**config.mk**
```make
export PLATFORM = sky130hd
export DESIGN_NAME = imem_fetch_ctrl
export DESIGN_NICKNAME = d
export VERILOG_FILES = /design/src/rtl/imem_fetch_ctrl.sv
export SDC_FILE = /design/constraint.sdc
export NUM_CORES = 1
export LEC_CHECK = 0
export BUFFER_PORTS_ARGS = -buffer_cell sky130_fd_sc_hd__buf_2
export CORE_MARGIN = 2
export CORE_UTILIZATION = 53
export CTS_BUF_LIST = sky130_fd_sc_hd__clkbuf_4 sky130_fd_sc_hd__clkbuf_8
export CTS_CLUSTER_DIAMETER = 50
export DETAILED_ROUTE_END_ITERATION = 12
export PLACE_DENSITY_LB_ADDON = 0.2
export SETUP_SLACK_MARGIN = 0.02
export SLEW_MARGIN = 0
export SYNTH_ARGS = -nofsm -noshare
export SYNTH_HDL_FRONTEND = slang
export SYNTH_SLANG_ARGS = --single-unit
export TNS_END_PERCENT = 50
```
**constraint.sdc**
```tcl
create_clock -name clk -period 4.3 [get_ports clk]
set_input_delay 0 -clock clk [delete_from_list [all_inputs] [get_ports clk]]
set_output_delay 0 -clock clk [all_outputs]
set_load 0.05 [all_outputs]
```
**src/rtl/imem_fetch_ctrl.sv**
```systemverilog
// Instruction fetch controller: drives a combinational instruction memory from an
// internal PC and hands registered instructions to decode over a valid/ready pair.
module imem_fetch_ctrl #(
   parameter int                      ADDRESS_WIDTH     = 8,
   parameter int                      INSTRUCTION_WIDTH = 16,
   parameter int                      PC_INCREMENT_VAL  = 2,
   parameter int                      RESET_PC          = 0,
   parameter int                      OPCODE_WIDTH      = 4,
   parameter logic [OPCODE_WIDTH-1:0] HALT_OPCODE       = 4'hF
) (
   input  logic                         clk,
   input  logic                         rst_n,
   input  logic                         start,
   input  logic                         redirect_valid,
   input  logic [ADDRESS_WIDTH-1:0]     redirect_addr,
   output logic [ADDRESS_WIDTH-1:0]     imem_addr,
   input  logic [INSTRUCTION_WIDTH-1:0] imem_instr,
   output logic [INSTRUCTION_WIDTH-1:0] instr,
   output logic [ADDRESS_WIDTH-1:0]     instr_pc,
   output logic                         instr_valid,
   input  logic                         instr_ready,
   output logic                         halted,
   output logic [15:0]                  instr_count
);

   typedef enum logic [1:0] {IDLE, RUN, DRAIN, HALTED} state_t;

   localparam logic [ADDRESS_WIDTH-1:0] PC_STEP = ADDRESS_WIDTH'(PC_INCREMENT_VAL);
   localparam logic [ADDRESS_WIDTH-1:0] PC_INIT = ADDRESS_WIDTH'(RESET_PC);

   state_t                   state;
   logic [ADDRESS_WIDTH-1:0] pc;
   logic                     transfer;
   logic                     capture;
   logic                     is_halt;

   function automatic logic [15:0] sat_inc(input logic [15:0] v);
      return (v == 16'hFFFF) ? v : v + 16'd1;
   endfunction

   assign imem_addr = pc;
   assign transfer  = instr_valid & instr_ready;
   assign capture   = ~instr_valid | instr_ready;
   assign is_halt   = (imem_instr[INSTRUCTION_WIDTH-1 -: OPCODE_WIDTH] == HALT_OPCODE);

   // Redirect outranks both capture and acceptance: the held instruction is discarded.
   always_ff @(posedge clk or negedge rst_n) begin
      if (!rst_n) begin
         state       <= IDLE;
         pc          <= PC_INIT;
         instr       <= '0;
         instr_pc    <= '0;
         instr_valid <= 1'b0;
         halted      <= 1'b0;
         instr_count <= 16'd0;
      end else begin
         case (state)
            IDLE: begin
               if (start) begin
                  pc    <= PC_INIT;
                  state <= RUN;
               end
            end
            RUN: begin
               if (redirect_valid) begin
                  instr_valid <= 1'b0;
                  pc          <= redirect_addr;
               end else if (capture) begin
                  if (transfer)
                     instr_count <= sat_inc(instr_count);
                  instr       <= imem_instr;
                  instr_pc    <= pc;
                  instr_valid <= 1'b1;
                  // A HALT leaves pc pointing at itself so fetching stops there.
                  if (is_halt)
                     state <= DRAIN;
                  else
                     pc <= pc + PC_STEP;
               end
            end
            DRAIN: begin
               if (redirect_valid) begin
                  instr_valid <= 1'b0;
                  pc          <= redirect_addr;
                  state       <= RUN;
               end else if (transfer) begin
                  instr_count <= sat_inc(instr_count);
                  instr_valid <= 1'b0;
                  halted      <= 1'b1;
                  state       <= HALTED;
               end
            end
            HALTED: begin
            end
            default: state <= IDLE;
         endcase
      end
   end

endmodule

```
==> qor.txt <==
first-pass GRT wire length -> 8810 µm
worst path bufs/invs -> 2
WP data arrival -> 2.86 ns
Final period util -> 0.623
# setup viols final -> 0
commonest register cell after synthesis -> dfrtp_1
Fin. Hold Viols -> 0
Die X-Extent -> 73.5 µm
FF+latch area -> 1300 µm²
Seq/Total Area, Yosys -> 0.508
Yosys warnings -> 0
core area -> 4690 µm²
post-synthesis register bit count -> 52
initial antenna violation count -> 0
min cycle time layout -> 2.68 ns
Combinational Power Share -> 0.540
largest family of logic cells by synthesized area -> simple AND/OR/NAND/NOR gates
CP endpoint kind -> register
synthesized cell area -> 2560 µm²
number of synthesized flops with an enable pin -> 0
Post-CTS Setup Inserts -> 0
skew final -> 0.00766 ns
final WL -> 5330 µm
gr usage total -> 0.207
slowest CP cell -> nand2_1
CP top delay family -> simple AND/OR/NAND/NOR gates
Rel. slew slack -> 0.339
Hold Path Sink -> imem_addr[4]
VDD IR-drop max -> 0.000459 V
Reg power frac -> 0.325
Critical Path Fanout Max -> 24
RD Place Congestion -> 0.857
Synth Area in Adders -> 0.0342
leakage -> 1.61 nW
CTS buffer count -> 5
placement row count -> 25
CTS clock-pin slew for the worst setup and hold paths -> 0.09 ns
area of the multi-input gates -> 1190 µm²
top cell type's share of synthesized area -> 0.508
routed len/inst -> 14.2 µm
Pint -> 1.22 mW
Root Buffer -> clkbuf_8
Switching Fraction -> 0.497
post-route ant nets -> 0
RSZ-0062 raised after global routing -> false
R2R setup slack -> 1.62 ns
Port Buf Inserts -> 78
first drt pass iteration count -> 4
vias in the first global route -> 1996
antenna fix cells -> 0
top cells by area, synth -> dfrtp_1, mux2_2, xnor2_1
startpoint types -> register
syn_nets -> 256
Power Density -> 739 nW/µm²
clock power share -> 0.135
CP Class -> reg2reg
reg2reg start -> state[1]
NetSw -> 1.21 mW
area fraction in compound gates after synthesis -> 0.0977
DR DRC count -> 0
die height -> 73.5 µm
share of layout cells above drive strength 1 -> 0.384
DP Wirelength -> 3590 µm
status -> completed
Max Freq -> 373 MHz
post-synthesis xor/xnor area fraction -> 0.0513
Clock Latency Late Sink -> 0.30 ns
post-synthesis mux area share -> 0.130
Synth Area in Simple Gates -> 0.151
Clock Tree Buf Depth -> 2
nets -> 355
area delta synth->final -> 28.5%
Hold Path Stages -> 3
setup tns final -> 0 ns
CTS tree -> built
CTS H-tree depth -> 2
CP required -> 4.48 ns
Reg2Reg Depth -> 6
Syn Inst Count -> 220
routed via count -> 2024
CTS Sinks -> 52
Least-Margin Pin Slew -> 0.989 ns
FF-to-FF End -> instr[6]
Iter 0 DRT Violations -> 159
Hold Path Origin -> redirect_addr[4]
Synth area leader -> dfrtp_1
max-cap viol count -> 0
most used cell, CP -> inv_1
area of the die -> 5410 µm²
largest net degree at the start of global routing -> 53
Hold Path Class -> in2reg
Hold Slack -> 0.0126 ns
Fill cells -> 350
Cell Chain, Critical Path -> inv_1, ha_1, inv_1, nor2_1, nand2_1, mux2_2
Max Transition Viols Final -> 0
delay of the slowest critical-path stage -> 0.71 ns
syn avg cell area -> 11.6 µm²
Initial Util -> 0.546
synth unique cells -> 40
Post-synth ARST share -> 1.00
DR vias/cell -> 5.41
IO Count -> 79
total grt overflow -> 0
-- Yosys cell counts, drive strengths merged (5+ instances only) --
master	instances
nor4	6
nand3	8
o211ai	5
ha	7
nand2	7
dfrtp	52
and3	6
a22oi	5
nor2	11
nand4	6
xnor2	11
o21ai	16
nor3	5
inv	9
mux2	27
-- layer usage --
metal / routed length, µm / global-route usage / share of wire / vias to the layer above
li1: - / - / - / 999
met1: 2490 / 0.282 / 0.47 / 956
met2: 2480 / 0.338 / 0.47 / 67
met3: 338 / 0.0466 / 0.063 / 2
met4: 17 / 0.0465 / 0.0032 / 0
met5: 0 / 0 / 0 / -
-- cells by family (layout without fill, tap and decap cells) --
kind of cell	Yosys count	count (layout)
muxes	30	30
and+or+nand+nor	63	63
buffers and inverters	15	115
xor gates and xnor gates	15	15
AOI/OAI and AO/OA	38	38
adders and majority gates	7	7
DFF	52	52
-- sequential cells by signal, indices dropped and copies added, names as in the netlist --
name	count
instr	16
instr_count	16
imem_addr	8
instr_pc	8
state	2
halted	1
instr_valid	1
-- repair_timing --
action	CTS	global route
hold buffers	19	0
endpoints found under the hold margin	70	0
endpoints found under the setup margin	0	0
resized for setup	0	0
-- area by class of cell --
class | instances | area share
Clock inverter | 3 | 0.0129
Tap cell | 54 | 0.0205
Timing Repair Buffer | 98 | 0.179
Multi-Input combinational cell | 153 | 0.361
Sequential cell | 52 | 0.395
Inverter | 9 | 0.0103
Clock buffer | 5 | 0.0209
-- cells in the final DEF (no fill, tap or decap), types with 2 or more instances in the layout --
cell type / n
ha_1: 7
o211ai_1: 5
inv_1: 9
nor4_1: 3
and3_1: 6
o22ai_1: 2
nor4_2: 3
nor2b_1: 2
nand4_1: 6
clkbuf_8: 5
nand3_1: 8
mux2i_1: 3
o21ai_0: 15
mux2_2: 26
xnor2_1: 11
dlygate4sd3_1: 19
nand4b_1: 2
dfrtp_1: 52
or4_4: 2
nand2_1: 7
xor2_1: 4
nand2b_1: 3
a21oi_1: 4
buf_2: 78
nor2_1: 11
a22oi_1: 5
nor3_1: 4
-- worst register-to-register path: cells and delay by family, from the launching register on --
family / cells / cell delay, ns
flip-flops: 1 / 0.41
multiplexers: 1 / 0.53
adder cells (fa/ha/maj): 1 / 0.33
buffers and inverters: 2 / 0.21
AND/OR/NAND/NOR: 2 / 1.10
-- power groups by stage --
| stage | Combinational (mW) | Sequential (mW) | Clock (mW) |
|---|---|---|---|
| after floorplan | 0.450 | 1.36 | 0 |
| after global placement | 1.29 | 0.796 | 0 |
| after global routing | 1.41 | 0.815 | 0.360 |
| final | 1.31 | 0.791 | 0.329 |
| after CTS | 1.31 | 0.790 | 0.337 |
| after detailed placement | 1.30 | 0.799 | 0 |
-- per-stage QoR --
| step | std cells | area [µm²] | utilization | power [mW] | setup slack [ns] |
|---|---|---|---|---|---|
| floorplan | 220 | 2560 | - | 1.81 | 1.96 |
| global placement | 347 | 2990 | 0.637 | 2.08 | 1.69 |
| detailed placement | 347 | 2990 | 0.637 | 2.10 | 1.62 |
| global route | 374 | 3290 | 0.702 | 2.59 | 1.40 |
| finish | 374 | 3290 | 0.702 | 2.43 | 1.62 |
| CTS | 374 | 3290 | 0.702 | 2.44 | 1.60 |
-- worst max path at each step --
stage                                end  slack, ns      startpoint  cells past startpoint
final                           instr[6]       1.62        state[1]                      6
after global routing            instr[6]       1.40        state[1]                      6
after CTS                       instr[6]       1.60        state[1]                      6
after detailed placement        instr[6]       1.62        state[1]                      6
after global placement          instr[9]       1.69        state[1]                      6
after floorplan           instr_count[1]       1.96  instr_count[0]                      5
No activity file was read; power rests on OpenSTA's default activity.
